`config.mk`:
```
export PLATFORM = sky130hd
export DESIGN_NAME = motor_command_ramp
export DESIGN_NICKNAME = d
export VERILOG_FILES = /design/src/rtl/motor_command_ramp.sv
export SDC_FILE = /design/constraint.sdc
export NUM_CORES = 1
export LEC_CHECK = 0
export BUFFER_PORTS_ARGS = -buffer_cell sky130_fd_sc_hd__buf_4
export CAP_MARGIN = 10
export CORE_MARGIN = 5
export CORE_UTILIZATION = 45
export CTS_CLUSTER_DIAMETER = 120
export DETAILED_ROUTE_END_ITERATION = 16
export GPL_TIMING_DRIVEN = 0
export PLACE_DENSITY = 0.67
export SLEW_MARGIN = 20
export SYNTH_ARGS = -nofsm -noshare
export SYNTH_HDL_FRONTEND = slang
export SYNTH_SLANG_ARGS = --single-unit
```
`constraint.sdc`:
```
create_clock -name clk_255kHz -period 3.5 [get_ports clk_255kHz]
set_input_delay 0.525 -clock clk_255kHz [delete_from_list [all_inputs] [get_ports clk_255kHz]]
set_output_delay 0.525 -clock clk_255kHz [all_outputs]
set_load 0.05 [all_outputs]
```
`src/rtl/motor_command_ramp.sv`:
```
// motor_command_ramp: per-frame slew limiter and command watchdog driving a motor PWM width
// Ports:
//   clk_255kHz, reset    clock and synchronous active-high reset
//   target_i[7:0]        commanded width (0 = 1 ms, 255 = 2 ms)
//   target_load_i        strobe: latch target_i (ignored while paused), clear watchdog
//   pause_i              level: ramp to NEUTRAL and hold while high
//   width_out_o[7:0]     ramped width to the PWM generator
//   frame_tick_o         one-cycle pulse per frame
//   state_o[1:0]         0 IDLE, 1 RUN, 2 PAUSED, 3 FAILSAFE
//   at_target_o          width_out_o equals the effective target
// Define MOTOR_RAMP_SNAP_FAILSAFE_EN to jump straight to NEUTRAL on frames in PAUSED/FAILSAFE.
module motor_command_ramp #(
  parameter int         STEP           = 4,
  parameter int         FRAME_TICKS    = 5100,
  parameter int         TIMEOUT_FRAMES = 25,
  parameter logic [7:0] NEUTRAL        = 8'd127
) (
  input  logic       clk_255kHz,
  input  logic       reset,
  input  logic [7:0] target_i,
  input  logic       target_load_i,
  input  logic       pause_i,
  output logic [7:0] width_out_o,
  output logic       frame_tick_o,
  output logic [1:0] state_o,
  output logic       at_target_o
);
  typedef enum logic [1:0] {IDLE, RUN, PAUSED, FAILSAFE} state_t;
  localparam int CW = FRAME_TICKS > 1 ? $clog2(FRAME_TICKS) : 1;
  localparam int WW = $clog2(TIMEOUT_FRAMES + 1);
  state_t        state_q, state_d;
  logic [CW-1:0] cnt_q, cnt_d;
  logic [WW-1:0] wd_q, wd_d;
  logic [7:0]    tgt_q, tgt_d, width_q, width_d, eff, ramp;
  logic [8:0]    diff, mag;
  logic          tick_q, tick_d;
  always_comb begin
    eff = state_q == RUN ? tgt_q : NEUTRAL;
    // magnitude of the 9-bit difference decides between landing on eff and a full step
    diff = {1'b0, eff} - {1'b0, width_q};
    mag = diff[8] ? -diff : diff;
    ramp = mag <= 9'(STEP) ? eff : diff[8] ? width_q - 8'(STEP) : width_q + 8'(STEP);
`ifdef MOTOR_RAMP_SNAP_FAILSAFE_EN
    width_d = !tick_q ? width_q : (state_q == PAUSED || state_q == FAILSAFE) ? NEUTRAL : ramp;
`else
    width_d = tick_q ? ramp : width_q;
`endif
    cnt_d = cnt_q == CW'(FRAME_TICKS - 1) ? '0 : cnt_q + 1'b1;
    tick_d = cnt_q == CW'(FRAME_TICKS - 1);
    wd_d = target_load_i ? '0 : (tick_q && wd_q != WW'(TIMEOUT_FRAMES)) ? wd_q + 1'b1 : wd_q;
    tgt_d = target_load_i && state_q != PAUSED ? target_i : tgt_q;
    state_d = pause_i ? PAUSED :
              state_q == PAUSED ? IDLE :
              (state_q == IDLE || state_q == FAILSAFE) && target_load_i ? RUN :
              state_q == RUN && wd_q == WW'(TIMEOUT_FRAMES) && !target_load_i ? FAILSAFE :
              state_q;
  end
  always_ff @(posedge clk_255kHz) begin
    if (reset) begin
      state_q <= IDLE;
      cnt_q <= '0;
      tick_q <= 1'b0;
      wd_q <= '0;
      tgt_q <= NEUTRAL;
      width_q <= NEUTRAL;
    end else begin
      state_q <= state_d;
      cnt_q <= cnt_d;
      tick_q <= tick_d;
      wd_q <= wd_d;
      tgt_q <= tgt_d;
      width_q <= width_d;
    end
  end
  assign width_out_o = width_q;
  assign frame_tick_o = tick_q;
  assign state_o = state_q;
  assign at_target_o = width_q == eff;
endmodule

```
==> reports/results.tsv, run 1 <==
metric	value	unit
outcome	complete, no violations	
R2R Path Start	state_o[1]$_SDFFE_PP0P_	
Least-Margin Pin Slew	476	ps
I/O pin cnt	24	
num rows	26	
DRC viols	0	
Fin. Hold Viols	0	
PD cells	314	mW/mm²
CTS max path bufs	2	
number of cells on the worst reg-to-reg path	18	
pre-CTS WS	-346	ps
Nets	358	
Die W	83.3	µm
initial antenna violation count	0	
FFs w/ async S/R, synth	0	%
crit-path max cell delay	360	ps
Root Driver	clkbuf_8	
Syn Inst Count	286	
drt first pass iters	4	
Slew HR	68.3	%
CTS tree	built	
CP Data Arrival Time	3530	ps
Yosys cell types	50	
sequential share of the synthesized area	30.6	%
R2R Path End	width_out_o[7]$_SDFFE_PP0P_	
largest net degree at the start of global routing	13	
number of global-route vias before repair	1889	
Fin Clk Skew	10.5	ps
Starting DRT DRC Count	123	
Achievable Freq	299	MHz
Clk pin slew, worst setup/hold paths	80	ps
Worst Hold Launch	pause_i	
antenna viol nets, final	0	
hold path depth	2	
largest cells by area after synthesis	dfxtp_1 31%, ha_1 9.3%, xor2_1 4.7%	
Num CTS Buffers	5	
CP Capture Type	flip-flop	
hold buffers post-CTS	0	
GR Overflow Total	0	
Crit Path Max Fanout	7	
final-report setup violation count	0	
GPL Wtd Cong	0.824	
Area Growth Syn to Fin	22.4	%
CP startpoint kind	flip-flop	
# diodes	0	
Final Util	57.2	%
CP startpoint	state_o[1]$_SDFFE_PP0P_	
post-DP HPWL	3920	µm
Synth Area per Inst	8.46	µm²
Max Cap Violations	0	
clock latency at the later pin of the worst-skew pair	290	ps
Starting Density	46.8	%
critical path class	flip-flop to flip-flop	
first-pass GRT wire length	8690	µm
critical path's slowest cell	dfxtp_4	
post-synth top area share	30.6	%
fraction of layout cells with a size suffix above 1	21.1	%
WL final	5090	µm
syn_nets	318	
number of I/O port buffers	22	
Leak	1.28	nW
Top FF cell, synth	dfxtp_1	
WHS Endpoint	state_o[0]$_SDFFE_PP0P_	
Post-synth EDFFs	0	
core area	0.00517	mm²
Worst Path Required	3690	ps
Synth Warn #	0	
RSZ-0062 raised after global routing	yes	
FF-to-FF setup slack	150	ps
total power	929	µW
Cell Chain, Critical Path	inv_2 > ha_4 > nor2b_4 > ha_4 > fa_2 > nand2b_4 > a21oi_4 > o22a_4 > clkinvlp_4 > ha_4 > a21o_1 > a21oi_2 > o21bai_1 > a21oi_2 > xnor2_2 > nor3b_2 > o21bai_1 > nand2_1	
# fillers	457	
Most common cell on crit path	ha_4	
routed length per instance	12.8	µm
min Tclk post-route	3350	ps
routed vias/inst	5.26	
area leader, netlist	dfxtp_1	
Die ar.	0.00694	mm²
Slew Limit Fails	0	
die height	83.3	µm
clock tree sinks	37	
final worst-path setup slack	155	ps
H-tree lvl count	2	
Peak VDD IR	0.234	mV
Post-Syn Area	0.00242	mm²
Total Routing Usage GR	14.8	%
crit share post-route	95.6	%
flops & latches, synth	37	
worst hold path class	primary input to flip-flop	
Via Count	2090	
==> sequential cells by signal, indices dropped and copies added, names as in the netlist <==
register / cells
width_out_o: 8
frame_tick_o: 1
cnt_q: 13
tgt_q: 8
state_o: 2
wd_q: 5
==> layout make-up <==
cell class	count	area, µm²	share of cell area [%]
plain buffers	10	40.0	1.35
clock buffers	5	68.8	2.32
clock inverters	3	17.5	0.592
inverters	21	82.6	2.79
multi-input cells	218	1660	56.2
flip-flops and latches	37	746	25.2
well taps	70	87.6	2.96
repair buffers	33	255	8.62
==> synthesized netlist by cell type, types with 3 or more instances <==
| master | count |
|---|---|
| a211o_1 | 8 |
| a211oi_1 | 4 |
| a21o_1 | 3 |
| a21oi_1 | 15 |
| and2_1 | 5 |
| and3_1 | 3 |
| clkbuf_1 | 7 |
| dfxtp_1 | 37 |
| ha_1 | 18 |
| inv_1 | 21 |
| mux2i_1 | 6 |
| nand2_1 | 10 |
| nand2b_1 | 8 |
| nand3_1 | 10 |
| nand4_1 | 9 |
| nor2_1 | 29 |
| nor2b_1 | 10 |
| nor3_1 | 10 |
| nor3b_1 | 3 |
| nor4_1 | 4 |
| o21ai_0 | 5 |
| or3_1 | 4 |
| xnor2_1 | 9 |
| xor2_1 | 13 |
==> how the worst max path moves through the flow <==
stage | cells after the start | slack (ps) | to
final | 18 | 150 | width_out_o[7]$_SDFFE_PP0P_
after CTS | 18 | 10 | width_out_o[7]$_SDFFE_PP0P_
after global routing | 18 | -50 | width_out_o[7]$_SDFFE_PP0P_
after floorplan | 18 | 5 | width_out_o[7]$_SDFFE_PP0P_
after detailed placement | 18 | -350 | width_out_o[7]$_SDFFE_PP0P_
after global placement | 18 | -280 | width_out_o[7]$_SDFFE_PP0P_
==> through the flow <==
step,cells,area [µm²],TNS [ps],hold WS (ps)
2_1_floorplan,286,2430,0,426
3_3_place_gp,378,2680,-957,442
3_5_place_dp,378,2680,-1280,451
4_1_cts,392,2840,0,382
5_1_grt,397,2960,-48.6,385
6_report,397,2960,0,390
==> what timing repair did <==
item	4_1_cts	5_1_grt
pin swaps	5	17
setup buffers	6	6
resized for setup	6	15
endpoints found under the setup margin	8	7
cloned	0	0
==> routing by layer <==
metal | GRT usage [%] | up-vias | part of all wire [%]
met5 | 0 | - | 0
met4 | 4.01 | 0 | 1.0
met3 | 2.77 | 7 | 2.5
met2 | 24.8 | 21 | 48
met1 | 19.4 | 963 | 49
li1 | - | 1099 | -
==> cell families after synthesis <==
| family | Yosys count | share of synthesized area (%) |
|---|---|---|
| xor gates and xnor gates | 22 | 7.97 |
| muxes | 6 | 2.48 |
| AOI/OAI and AO/OA | 54 | 17.0 |
| and+or+nand+nor | 116 | 26.0 |
| DFF | 37 | 30.6 |
| buffers and inverters | 31 | 4.91 |
| adders and majority gates | 20 | 11.0 |
==> layout by cell type (no fill, tap or decap), types with 3 or more instances in the layout <==
cell type and count:
a211o_1 8, a211oi_1 4, a21o_1 3, a21oi_1 12
and2_1 5, and3_1 3, buf_4 31, clkbuf_1 7
clkbuf_8 5, dfxtp_1 35, ha_1 14, ha_4 3
inv_1 19, mux2i_1 6, nand2_1 10, nand2b_1 6
nand3_1 10, nand4_1 9, nor2_1 29, nor2b_1 9
nor3_1 10, nor4_1 4, o21ai_0 5, or3_1 4
xnor2_1 8, xor2_1 13
==> report_power, final <==
part | leakage [nW] | internal (mW) | switching, mW | total, mW
clock network | 0.0439 | 0.137 | 0.150 | 0.287
logic | 0.935 | 0.103 | 0.0996 | 0.202
registers | 0.302 | 0.432 | 0.00696 | 0.439
==> worst max-delay path: cells and delay by family, from the launching register on <==
family | cells | cell delay, ps
xor+xnor | 1 | 100
compound gates | 7 | 1110
fa+ha+maj | 4 | 960
flops | 1 | 360
simple gates | 4 | 520
buf+inv | 2 | 190
Power figures use the tool's default switching activity.
==> inputs of run 2 (changes only) <==
PLACE_DENSITY = not set   (was 0.67)
PLACE_DENSITY_LB_ADDON = 0.08   (was not set)
==> reports/results.tsv, run 2 (synthesis results as in run 1) <==
metric	value	unit	change
RSZ-0062 raised after global routing	yes		unchanged
Fin Clk Skew	6.13	ps	was 10.5 ps
Least-Margin Pin Slew	540	ps	was 476 ps
Area Growth Syn to Fin	26.2	%	was 22.4%
Most common cell on crit path	ha_4		unchanged
most frequent cells in the layout	35 x dfxtp_1, 29 x nor2_1, 29 x buf_4		was 35 x dfxtp_1, 31 x buf_4, 29 x nor2_1
Starting Density	46.8	%	unchanged
GPL Wtd Cong	0.807		was 0.824
Die ar.	0.00694	mm²	unchanged
min Tclk post-route	3420	ps	was 3350 ps
Via Count	2121		was 2090
Total Routing Usage GR	16.1	%	was 14.8%
H-tree lvl count	2		unchanged
hold buffers post-CTS	0		unchanged
number of global-route vias before repair	2100		was 1889
Die W	83.3	µm	unchanged
GR Overflow Total	0		unchanged
Starting DRT DRC Count	91		was 123
critical path's slowest cell	dfxtp_4		unchanged
Worst Path Required	3680	ps	was 3690 ps
DRC viols	0		unchanged
max FFs per register	13		unchanged
initial antenna violation count	0		unchanged
most common cell after layout, fill and taps aside	dfxtp_1		unchanged
Num CTS Buffers	5		unchanged
CTS tree	built		unchanged
crit-path max cell delay	370	ps	was 360 ps
WL final	5620	µm	was 5090 µm
outcome	complete, no violations		unchanged
Root Driver	clkbuf_8		unchanged
core area	0.00517	mm²	unchanged
# fillers	477		was 457
Nets	357		was 358
critical path class	flip-flop to flip-flop		unchanged
I/O pin cnt	24		unchanged
num rows	26		unchanged
post-DP HPWL	4030	µm	was 3920 µm
routed length per instance	14.2	µm	was 12.8 µm
Crit Path Max Fanout	6		was 7
worst path bufs/invs	4		was 2
PD cells	319	mW/mm²	was 314 mW/mm²
number of I/O port buffers	22		unchanged
antenna viol nets, final	0		unchanged
FF+latch area	746	µm²	unchanged
largest net degree at the start of global routing	14		was 13
CP top delay family	compound AO/OA/AOI/OAI gates		unchanged
worst hold path class	primary input to flip-flop		unchanged
CP Data Arrival Time	3600	ps	was 3530 ps
crit share post-route	97.7	%	was 95.6%
final-report setup violation count	0		unchanged
CP Capture Type	flip-flop		unchanged
CP startpoint kind	flip-flop		unchanged
Slew Limit Fails	0		unchanged
Cell Chain, Critical Path	inv_2 > ha_4 > nor2b_4 > ha_4 > fa_2 > nand2b_4 > a21oi_4 > o22a_4 > clkinvlp_4 > buf_6 > a211o_1 > a32o_2 > a221oi_4 > buf_12 > mux2i_1 > a21oi_1		was inv_2 > ha_4 > nor2b_4 > ha_4 > fa_2 > nand2b_4 > a21oi_4 > o22a_4 > clkinvlp_4 > ha_4 > a21o_1 > a21oi_2 > o21bai_1 > a21oi_2 > xnor2_2 > nor3b_2 > o21bai_1 > nand2_1
setup TNS	0	ps	unchanged
Fin. Hold Viols	0		unchanged
Leak	1.30	nW	was 1.28 nW
drt first pass iters	4		unchanged
die height	83.3	µm	unchanged
routed vias/inst	5.36		was 5.26
Multi-input gate area	0.00173	mm²	was 0.00166 mm²
fraction of layout cells with a size suffix above 1	22.7	%	was 21.1%
Clk pin slew, worst setup/hold paths	80	ps	about the same
Slew HR	64.0	%	was 68.3%
clock tree sinks	37		unchanged
Peak VDD IR	0.229	mV	was 0.234 mV
first-pass GRT wire length	9310	µm	was 8690 µm
Max Cap Violations	0		unchanged
Achievable Freq	292	MHz	was 299 MHz
CTS max path bufs	2		unchanged
clock latency at the later pin of the worst-skew pair	290	ps	about the same
Biggest register	cnt_q		unchanged
total power	973	µW	was 929 µW
# diodes	0		unchanged
## run 2: power by group
group	internal, mW	switching [mW]
clock	0.141	0.163
sequential	0.432	0.00711
combinational	0.121	0.108
## run 2: through the flow
stage                     instance area, µm²  cells  worst slack, ps  util [%]  hold slack (ps)
final                                   3050    396             80.6      59.0              395
after global routing                    3050    396            -34.6      59.0              371
after CTS                               2840    390             8.15      54.9              377
after detailed placement                2680    378             -292      51.8              453
after global placement                  2680    378             -238      51.8              445
after floorplan                         2430    286             5.04         -              426
## run 2: path summary, 6_finish.rpt
check,start,end,slack [ps],depth (start not counted)
setup / recovery,state_o[1]$_SDFFE_PP0P_,width_out_o[6]$_SDFFE_PP1P_,80,16
hold reg to reg,cnt_q[0]$_SDFF_PP0_,cnt_q[0]$_SDFF_PP0_,470,1
setup reg to reg,state_o[1]$_SDFFE_PP0P_,width_out_o[6]$_SDFFE_PP1P_,80,16
hold / removal,pause_i,state_o[0]$_SDFFE_PP0P_,390,2
## run 2: area by class of cell
cell class	count	area share, %
clock buffers	5	2.26
inverters	21	2.71
multi-input cells	218	56.5
clock inverters	3	0.697
repair buffers	33	9.35
plain buffers	9	1.15
well taps	70	2.87
flip-flops and latches	37	24.4
## run 2: layer usage
layer | share of wire [%] | GRT usage, %
met5 | 0 | 0
met3 | 3.3 | 4.36
met2 | 50 | 28.6
met1 | 45 | 18.8
met4 | 1.6 | 4.46
## run 2: what timing repair did
item	in CTS	in global routing
cloned	0	1
resized for setup	7	28
hold endpoints to repair	0	0
setup endpoints to repair	8	8
pin swaps	3	15
setup buffers	4	6
